### config.mk
export PLATFORM = sky130hd
export DESIGN_NAME = frequency_result_writer
export DESIGN_NICKNAME = d
export VERILOG_FILES = /design/src/rtl/frequency_result_writer.sv
export SDC_FILE = /design/constraint.sdc
export NUM_CORES = 1
export LEC_CHECK = 0
export CORE_MARGIN = 5
export CORE_UTILIZATION = 41
export DETAILED_ROUTE_END_ITERATION = 10
export PLACE_DENSITY = 0.67
export SYNTH_ARGS = -nofsm -noshare
export SYNTH_HDL_FRONTEND = slang
export SYNTH_SLANG_ARGS = --single-unit
### constraint.sdc
create_clock -name s00_axi_aclk -period 3.02 [get_ports s00_axi_aclk]
set_input_delay 0.302 -clock s00_axi_aclk [delete_from_list [all_inputs] [get_ports s00_axi_aclk]]
set_output_delay 0.302 -clock s00_axi_aclk [all_outputs]
set_load 0.1 [all_outputs]
### src/rtl/frequency_result_writer.sv
`default_nettype none
// +--------------------------------------------------------------------------+
// | Module  : frequency_result_writer                                        |
// | Purpose : Snapshots the six action-time results (3 pixels x 2            |
// |           frequencies) on the rising edge of stop, then streams them     |
// |           into the AXI slave register-write port, one register per       |
// |           WRITE/GAP slot pair, and raises irq once all are written.      |
// | Ports   : s00_axi_aclk      - sole clock                                 |
// |           s00_axi_aresetn   - asynchronous active-low reset              |
// |           stop              - measurement stop, rising edge = capture    |
// |           clear             - synchronous abort / interrupt acknowledge  |
// |           results           - packed results, result k at [W*k +: W]     |
// |           register_operation- 0 = none, 2 = write                        |
// |           register_number   - target register (FIRST_REGISTER + k)       |
// |           register_write    - write data                                 |
// |           busy              - write sequence in progress                 |
// |           irq               - level interrupt, results written           |
// |           overrun           - sticky, stop edge seen while busy          |
// | Options : FREQUENCY_RESULT_STATUS_EN - appends a status write            |
// |           {capture sequence number[15:0], NUMBER_OF_RESULTS[15:0]} to    |
// |           register FIRST_REGISTER + NUMBER_OF_RESULTS.                   |
// | Revision: 1.0 - initial release                                          |
// +--------------------------------------------------------------------------+
module frequency_result_writer #(
  parameter int NUMBER_OF_RESULTS     = 6,
  parameter int RESULT_WIDTH          = 32,
  parameter int FIRST_REGISTER        = 1,
  parameter int REGISTER_NUMBER_WIDTH = 8
) (
  input  logic                                      s00_axi_aclk,
  input  logic                                      s00_axi_aresetn,
  input  logic                                      stop,
  input  logic                                      clear,
  input  logic [NUMBER_OF_RESULTS*RESULT_WIDTH-1:0] results,
  output logic [1:0]                                register_operation,
  output logic [REGISTER_NUMBER_WIDTH-1:0]          register_number,
  output logic [RESULT_WIDTH-1:0]                   register_write,
  output logic                                      busy,
  output logic                                      irq,
  output logic                                      overrun
);

`ifdef FREQUENCY_RESULT_STATUS_EN
  localparam int c_NUMBER_OF_WRITES = NUMBER_OF_RESULTS + 1;
`else
  localparam int c_NUMBER_OF_WRITES = NUMBER_OF_RESULTS;
`endif
  localparam int c_INDEX_WIDTH = $clog2(c_NUMBER_OF_WRITES + 1);
  localparam logic [c_INDEX_WIDTH-1:0] c_LAST_INDEX = c_INDEX_WIDTH'(c_NUMBER_OF_WRITES - 1);
  localparam logic [1:0] c_OP_NONE  = 2'd0;
  localparam logic [1:0] c_OP_WRITE = 2'd2;
  localparam logic [REGISTER_NUMBER_WIDTH-1:0] c_FIRST_REGISTER =
    REGISTER_NUMBER_WIDTH'(FIRST_REGISTER);

  typedef enum logic [1:0] {
    ST_IDLE  = 2'd0,
    ST_WRITE = 2'd1,
    ST_GAP   = 2'd2,
    ST_DONE  = 2'd3
  } state_t;

  state_t                           r_state;
  state_t                           w_next_state;
  logic                             r_stop_d;
  logic                             w_stop_edge;
  logic                             w_capture;
  logic [c_INDEX_WIDTH-1:0]         r_index;
  logic [c_INDEX_WIDTH-1:0]         w_next_index;
  logic [c_INDEX_WIDTH-1:0]         w_index_inc;
  logic [RESULT_WIDTH-1:0]          r_snapshot [NUMBER_OF_RESULTS];
  logic [RESULT_WIDTH-1:0]          w_inc_data;

  logic [1:0]                       r_operation;
  logic [REGISTER_NUMBER_WIDTH-1:0] r_number;
  logic [RESULT_WIDTH-1:0]          r_write;
  logic                             r_busy;
  logic                             r_irq;
  logic                             r_overrun;

  logic [1:0]                       w_next_operation;
  logic [REGISTER_NUMBER_WIDTH-1:0] w_next_number;
  logic [RESULT_WIDTH-1:0]          w_next_write;
  logic                             w_next_overrun;

`ifdef FREQUENCY_RESULT_STATUS_EN
  logic [15:0]                      r_seq_num;
`endif

  assign w_stop_edge = stop & ~r_stop_d;
  assign w_index_inc = r_index + c_INDEX_WIDTH'(1);

  // Data for the slot that follows the current one. Outputs are registered,
  // so the value is selected one cycle ahead from the snapshot.
  always_comb begin
    w_inc_data = '0;
    for (int k = 0; k < NUMBER_OF_RESULTS; k++) begin
      if (w_index_inc == c_INDEX_WIDTH'(k)) begin
        w_inc_data = r_snapshot[k];
      end
    end
`ifdef FREQUENCY_RESULT_STATUS_EN
    if (w_index_inc == c_INDEX_WIDTH'(NUMBER_OF_RESULTS)) begin
      // r_seq_num was already bumped at the capture edge of this sequence.
      w_inc_data = RESULT_WIDTH'({r_seq_num, 16'(NUMBER_OF_RESULTS)});
    end
`endif
  end

  // Next-state and next-output logic. The register outputs are computed for
  // the state being entered so that they appear right after the active edge.
  always_comb begin
    w_next_state     = r_state;
    w_next_index     = r_index;
    w_next_operation = c_OP_NONE;
    w_next_number    = '0;
    w_next_write     = '0;
    w_next_overrun   = r_overrun;
    w_capture        = 1'b0;

    if (clear) begin
      // clear wins over a coincident stop edge, which is dropped.
      w_next_state   = ST_IDLE;
      w_next_overrun = 1'b0;
    end else begin
      case (r_state)
        ST_IDLE: begin
          if (w_stop_edge) begin
            w_capture        = 1'b1;
            w_next_index     = '0;
            w_next_state     = ST_WRITE;
            w_next_operation = c_OP_WRITE;
            w_next_number    = c_FIRST_REGISTER;
            // Snapshot is loaded on this same edge, so slot 0 comes straight
            // from the input bus.
            w_next_write     = results[RESULT_WIDTH-1:0];
          end
        end
        ST_WRITE: begin
          if (w_stop_edge) w_next_overrun = 1'b1;
          w_next_state = ST_GAP;
        end
        ST_GAP: begin
          if (w_stop_edge) w_next_overrun = 1'b1;
          if (r_index == c_LAST_INDEX) begin
            w_next_state = ST_DONE;
          end else begin
            w_next_index     = w_index_inc;
            w_next_state     = ST_WRITE;
            w_next_operation = c_OP_WRITE;
            w_next_number    = c_FIRST_REGISTER + REGISTER_NUMBER_WIDTH'(w_index_inc);
            w_next_write     = w_inc_data;
          end
        end
        ST_DONE: begin
          if (!stop) w_next_state = ST_IDLE;
        end
        default: begin
          w_next_state = ST_IDLE;
        end
      endcase
    end
  end

  always_ff @(posedge s00_axi_aclk or negedge s00_axi_aresetn) begin
    if (!s00_axi_aresetn) begin
      r_state     <= ST_IDLE;
      r_index     <= '0;
      r_stop_d    <= 1'b0;
      r_operation <= c_OP_NONE;
      r_number    <= '0;
      r_write     <= '0;
      r_busy      <= 1'b0;
      r_irq       <= 1'b0;
      r_overrun   <= 1'b0;
    end else begin
      r_state     <= w_next_state;
      r_index     <= w_next_index;
      r_stop_d    <= stop;
      r_operation <= w_next_operation;
      r_number    <= w_next_number;
      r_write     <= w_next_write;
      r_busy      <= (w_next_state == ST_WRITE) || (w_next_state == ST_GAP);
      r_irq       <= (w_next_state == ST_DONE);
      r_overrun   <= w_next_overrun;
    end
  end

  always_ff @(posedge s00_axi_aclk or negedge s00_axi_aresetn) begin
    if (!s00_axi_aresetn) begin
      for (int k = 0; k < NUMBER_OF_RESULTS; k++) begin
        r_snapshot[k] <= '0;
      end
    end else if (w_capture) begin
      for (int k = 0; k < NUMBER_OF_RESULTS; k++) begin
        r_snapshot[k] <= results[RESULT_WIDTH*k +: RESULT_WIDTH];
      end
    end
  end

`ifdef FREQUENCY_RESULT_STATUS_EN
  // Capture counter survives clear; only reset returns it to zero.
  always_ff @(posedge s00_axi_aclk or negedge s00_axi_aresetn) begin
    if (!s00_axi_aresetn) begin
      r_seq_num <= '0;
    end else if (w_capture) begin
      r_seq_num <= r_seq_num + 16'd1;
    end
  end
`endif

  assign register_operation = r_operation;
  assign register_number    = r_number;
  assign register_write     = r_write;
  assign busy               = r_busy;
  assign irq                = r_irq;
  assign overrun            = r_overrun;

endmodule
`default_nettype wire

==> impl_results.md, run 1 <==
- TritonCTS clock tree: built
- Vias: slightly above 9000
- CP Class: reg -> out
- Slowest CP cell: clkdlybuf4s50_1
- Post-synth EDFFs: 0
- Worst r2r dst: register_write[18]$_DFF_PN0_
- Gpl congestion: ~0.84
- Share of the synthesized area in the top cell type: 0.534
- DR vias/cell: ~5
- Cells after DPL: 1732
- CTS resizes: 0
- Initial DRC count: between 600 and 700
- Die height: ~180 um
- Wire per inst: approximately 18 um
- Placeable Area: between 0.02 and 0.03 mm2
- Die W: between 150 and 200 um
- Skew-Pair Late Insertion Delay: roughly 540 ps
- Die area: 0.0306 mm2
- Max-cap violations: 0
- Clk root buf: clkbuf_16
- Power, Total: 10.1 mW
- Sum Neg Setup Slack: 0 ps
- Final nets: between 1500 and 2000
- Synthesized flop and latch total: approximately 240
- Worst EP arrival: ~2000 ps
- WP buf/inv: 1
- CP Launch Point: register_write[9]$_DFF_PN0_
- Area leader, netlist: dfrtp_1
- Clock slew at reported path FFs: approximately 60 ps
- Final core occ: 0.543
- Max transition margin: 0.344
- Worst clock skew: between 20 and 25 ps
- N_diodes: 0
- Final-report setup violation count: 0
- Fmax: roughly 430 MHz
- Synth unique cells: 41
- Final min period: approximately 2300 ps
- R2R cell count: 6
- Largest net degree at the start of global routing: 126
- Critical path launch point type: flop
- Mean Syn Cell Area: slightly above 9 um2
- Reg2reg start: r_index[0]$_DFFE_PN0P_
- Starting Density: 0.415
- Synthesis Warnings: 0
- Pwr dens: 694 mW/mm2
- Critical Path Max Stage Delay: roughly 1100 ps
- RSZ-0062 raised after global routing: false
- Hold Crit Class: in -> async
- Initial antenna violation count: 2
- WL final: between 30000 and 40000 um
- Hold_ws: 142 ps
- Fin crit share: 0.764
- Seq/Total Area, Yosys: 0.534
- Ratio of cells with drive above 1 in the final layout: 0.0724
- Outcome: finished, final reports clean
- Pre-antenna DRT Iters: 5
- GR Overflow Total: 0
- Maximum fanout along the worst path: 1
- FF-to-FF setup slack: roughly 730 ps
- Max Slew Vio Count: 0
- CP endpoint kind: output pin
- CP Cell Sequence: clkdlybuf4s50_1
- CTS Sinks: between 200 and 250
- Final hold violation count: 0
- Longest Clk Path Bufs: 3
- Slew @ Worst Pin: about 980 ps
- First-pass GRT wire length: 49800 um
- Ys flop type: dfrtp_1
- Syn Inst Count: approximately 1200
- TritonCTS Buffers: 27
- Maximum VDD drop: around 0.4 mV
- Remaining antenna violation count: 0
- Synth area leaders: dfrtp_1 (53%), nand2_1 (20%), and3b_1 (5.0%), mux2i_1 (2.9%), o221ai_1 (2.5%)
- Global Route Usage Sum: 0.199
- Ys async rst share: 1.00
- I/O pin cnt: around 240
- Final Non-Filler Cells: 1778
- Worst path top cell family by delay: buffers and inverters
- Static Leakage: roughly 7.3 nW
- # Post-CTS Setup Buffers: 0
- Rows: 60
- Vias in the first global route: slightly above 9000
- Worst Path Required: approximately 2700 ps
- Mapped Area: around 0.011 mm2
- DRC viols: 0
- Area grow syn2layout: 30.8%
- # port buffers: ~240
- Hpwl dp: ~21000 um
- Htree depth: 1
## routing by layer
| metal | vias up | track usage | wire, um |
|---|---|---|---|
| li1 | 4396 | - | - |
| met3 | 63 | 0.0357 | 1750 |
| met4 | 4 | 0.0599 | 930 |
| met5 | - | 0 | 21 |
| met1 | 4351 | 0.270 | 13800 |
| met2 | 261 | 0.328 | 15000 |
## layout by cell type (no fill, tap or decap), types with 2 or more instances in the layout
master / synthesis / routed
nor2_1: 4 / 4
buf_12: 0 / 11
ha_1: 9 / 5
ha_2: 0 / 3
nand2_1: 582 / 582
nor2b_1: 3 / 2
clkbuf_16: 0 / 27
o221ai_1: 32 / 32
a21oi_1: 4 / 4
nor2b_4: 0 / 2
o311ai_1: 30 / 30
mux2i_1: 32 / 32
and2_1: 33 / 33
o21ai_0: 2 / 2
conb_1: 1 / 5
o211ai_1: 2 / 2
clkbuf_8: 0 / 5
clkbuf_1: 21 / 7
o211a_1: 2 / 2
o311ai_0: 2 / 2
nand2b_1: 33 / 33
buf_4: 15 / 41
clkdlybuf4s50_1: 0 / 206
a211oi_1: 31 / 31
inv_1: 6 / 6
and3b_1: 64 / 64
clkinv_2: 0 / 3
dfrtp_1: 238 / 238
## stage by stage
stage                     setup slack [ps]  area, um2
after floorplan                       1200      11200
after global placement                 856      13800
after detailed placement               776      13800
after CTS                              669      14600
after global routing                   631      14600
final                                  712      14600
## cells by family after synthesis
| logic type | Yosys count | synth area share |
|---|---|---|
| and+or+nand+nor | 728 | 0.293 |
| DFF | 238 | 0.534 |
| AOI/OAI and AO/OA | 113 | 0.0855 |
| buffers and inverters | 101 | 0.0479 |
| muxes | 32 | 0.0287 |
| adders and majority gates | 9 | 0.0101 |
| other | 1 | 0.000336 |
| xor gates and xnor gates | 1 | 0.000785 |
## layout make-up
| cell class | instances | area, um2 |
|---|---|---|
| sequential | 238 | 5960 |
| timing repair buffer | 260 | 2620 |
| tap | 341 | 427 |
| multi-input combinational | 888 | 4740 |
| fill | 2399 | 12300 |
| clock inverter | 6 | 65.1 |
| clock buffer | 39 | 771 |
| inverter | 6 | 22.5 |
## sequential cells by signal, summed over array words and instances (netlist names)
signal and cells:
r_state 2, register_write 32, register_number 4, r_snapshot 192, overrun 1, irq 1, busy 1, r_stop_d 1
r_index 3, register_operation 1
## synth_stat cells, drive strengths merged (2+ instances only)
cell type / count
a21oi: 4
nand2b: 33
o221ai: 32
mux2i: 32
nand2: 582
nor2b: 4
nor2: 4
and3b: 64
inv: 6
o211a: 2
dfrtp: 238
o211ai: 2
a211oi: 31
buf: 74
and2: 33
ha: 9
clkbuf: 21
o311ai: 32
o21ai: 3
## power breakdown
part / total (mW) / internal [mW] / switching (mW) / leakage [nW]
Sequential: 4.31 / 3.93 / 0.382 / 3.03
Clock: 3.14 / 1.84 / 1.29 / 0.413
Combinational: 2.68 / 1.09 / 1.59 / 3.82
## what timing repair did
| item | CTS | global route |
|---|---|---|
| setup endpoints to repair | 0 | 0 |
| hold buffers | 1 | 0 |
| endpoints found under the hold margin | 238 | 0 |
## how the worst max path moves through the flow
stage                                   end  slack, ps  depth (start not counted)
6_report                  register_write[9]        710                          1
5_1_grt        register_write[18]$_DFF_PN0_        630                          6
4_1_cts                   register_write[9]        670                          1
3_5_place_dp   register_write[16]$_DFF_PN0_        780                          6
3_3_place_gp   register_write[20]$_DFF_PN0_        860                          5
2_1_floorplan                busy$_DFF_PN0_       1200                          6
Note: power is estimated with default switching activity, not from simulation.
==> inputs of run 2 (changes only) <==
Settings changed: PLACE_DENSITY 0.67 to 0.69.
Clock period 3.02 ns to 2 ns, I/O delays scaled along.
==> impl_results.md, run 2 (synthesis results as in run 1) <==
- CP Cell Sequence: buf_4, inv_1, ha_2, or2_2, buf_4, a211oi_1, o311ai_1 (was clkdlybuf4s50_1)
- Max Slew Vio Count: 0 (unchanged)
- R2R cell count: 7 (was 6)
- Worst EP arrival: 2330 ps (was 2010 ps)
- Remaining antenna violation count: 0 (unchanged)
- Slew @ Worst Pin: 518 ps (was 980 ps)
- FF-to-FF setup slack: 40 ps (was 730 ps)
- Pre-antenna DRT Iters: 5 (unchanged)
- Area grow syn2layout: 33.8% (was 30.8%)
- Gpl congestion: 0.793 (was 0.841)
- Static Leakage: 7.46 nW (was 7.26 nW)
- Final core occ: 0.556 (was 0.543)
- Skew-Pair Late Insertion Delay: 520 ps (was 540 ps)
- Most common cell after layout, fill and taps aside: nand2_1 (unchanged)
- Initial antenna violation count: 1 (was 2)
- Clock slew at reported path FFs: 60 ps (about the same)
- Largest net degree at the start of global routing: 90 (was 126)
- Final hold violation count: 0 (unchanged)
- Die height: 175 um (unchanged)
- Wire per inst: 17.6 um (was 17.7 um)
- Critical Path Max Stage Delay: 400 ps (was 1130 ps)
- CP endpoint kind: flop (was output pin)
- Worst clock skew: 13.2 ps (was 21.6 ps)
- Fin crit share: 0.978
- GR Overflow Total: 0 (unchanged)
- Maximum VDD drop: 0.685 mV (was 0.405 mV)
- First-pass GRT wire length: 51000 um (was 49800 um)
- Outcome: finished, final reports clean (unchanged)
- Number of cells on the critical path: 7 (was 1)
- Placeable Area: 0.0269 mm2 (unchanged)
- Final nets: 1649 (was 1626)
- DR vias/cell: 5.13 (was 5.10)
- TritonCTS Buffers: 26 (was 27)
- DRC viols: 0 (unchanged)
- Initial DRC count: 723 (was 637)
- CP Class: reg -> reg (was reg -> out)
- CTS Sinks: 238 (unchanged)
- Vias in the first global route: 9589 (was 9347)
- Worst path top cell family by delay: buffers and inverters (unchanged)
- Final min period: 1960 ps
- Final-report setup violation count: 0 (unchanged)
- Longest Clk Path Bufs: 3 (unchanged)
- Reg2reg start: r_index[0]$_DFFE_PN0P_ (unchanged)
- Htree depth: 1 (unchanged)
- I/O pin cnt: 241 (unchanged)
- Die area: 0.0306 mm2 (unchanged)
- Starting Density: 0.415 (unchanged)
- Ratio of cells with drive above 1 in the final layout: 0.102 (was 0.0724)
- RSZ-0062 raised after global routing: true (was false)
- Slowest CP cell: dfrtp_1 (was clkdlybuf4s50_1)
- Max reg flops: 192 (unchanged)
- WL final: 31800 um (was 31500 um)
- Rows: 60 (unchanged)
- TritonCTS clock tree: built (unchanged)
- Pwr dens: 1060 mW/mm2 (was 694 mW/mm2)
- Reg with most FFs: r_snapshot (unchanged)
- Hold Crit Class: in -> async (unchanged)
- Crit path top cell by count: buf_4
- Design area: 0.0149 mm2 (was 0.0146 mm2)
- Hpwl dp: 21100 um (was 20900 um)
- Max-cap violations: 0 (unchanged)
- Maximum fanout along the worst path: 15 (was 1)
- Vias: 9257 (was 9075)
- WP buf/inv: 3 (was 1)
- # port buffers: 235 (unchanged)
- Placed cell area: 0.0139 mm2 (was 0.0138 mm2)
- Worst Path Required: 2380 ps (was 2720 ps)
- Die W: 175 um (unchanged)
- Max transition margin: 0.655 (was 0.344)
- Global Route Usage Sum: 0.203 (was 0.199)
- Critical path launch point type: flop (unchanged)
- Worst r2r dst: register_write[19]$_DFF_PN0_ (was register_write[18]$_DFF_PN0_)
- Clk root buf: clkbuf_16 (unchanged)
- Most frequent cells in the layout: nand2_1 (582), dfrtp_1 (238), clkdlybuf4s50_1 (194) (was nand2_1 (582), dfrtp_1 (238), clkdlybuf4s50_1 (206))
- Fmax: about 510 MHz
run 2: worst max path at each step:
stage                           startpoint                      endpoint
global route        r_index[0]$_DFFE_PN0P_  register_write[29]$_DFF_PN0_
floorplan           r_index[0]$_DFFE_PN0P_                busy$_DFF_PN0_
global placement    r_index[1]$_DFFE_PN0P_  register_write[31]$_DFF_PN0_
CTS                 r_index[0]$_DFFE_PN0P_  register_write[19]$_DFF_PN0_
detailed placement  r_index[1]$_DFFE_PN0P_   register_write[0]$_DFF_PN0_
finish              r_index[0]$_DFFE_PN0P_  register_write[19]$_DFF_PN0_
run 2: what timing repair did:
action,in CTS,in global routing
endpoints found under the hold margin,57,0
hold buffers,1,0
endpoints found under the setup margin,32,30
cloned,1,0
pin swaps,1,1
buffers inserted,3,4
resized for setup,2,5
run 2: worst reg2reg max path, cell delays in order (launching register included):
cell and delay (ps):
dfrtp_1 400, buf_4 140, inv_1 100, ha_2 240
or2_2 300, buf_4 210, a211oi_1 300, o311ai_1 120
run 2: report_power, final:
group	switching, mW	leakage, nW	internal (mW)	total, mW
sequential	0.574	3.03	5.93	6.50
clock	1.98	0.451	3.18	5.15
combinational	2.47	3.98	1.74	4.21
run 2: stage by stage:
| stage | setup slack, ps | power (mW) | TNS [ps] | cells | hold slack (ps) |
|---|---|---|---|---|---|
| finish | 44.1 | 15.9 | 0 | 1806 | 198 |
| global route | -38.5 | 16.7 | -124 | 1806 | 175 |
| CTS | 21.1 | 15.9 | 0 | 1801 | 170 |
| detailed placement | -252 | 10.7 | -4910 | 1748 | 173 |
| global placement | -167 | 10.6 | -3220 | 1748 | 177 |
| floorplan | 179 | 9.19 | 0 | 1227 | -95.6 |
run 2: cell type report:
type                       count  area, um2
tap                          341        427
timing repair buffer         283       2820
fill                        2389      11900
antenna                        1       2.50
clock buffer                  37        763
clock inverter                11        168
multi-input combinational    889       4770
inverter                       6       22.5
sequential                   238       5960
run 2: metal layers:
layer / up-vias / global-route usage / part of all wire
li1: 4463 / - / -
met1: 4493 / 0.276 / 0.44
met2: 265 / 0.344 / 0.49
met3: 36 / 0.0348 / 0.053
met4: 0 / 0.0442 / 0.020
met5: - / 0 / 0
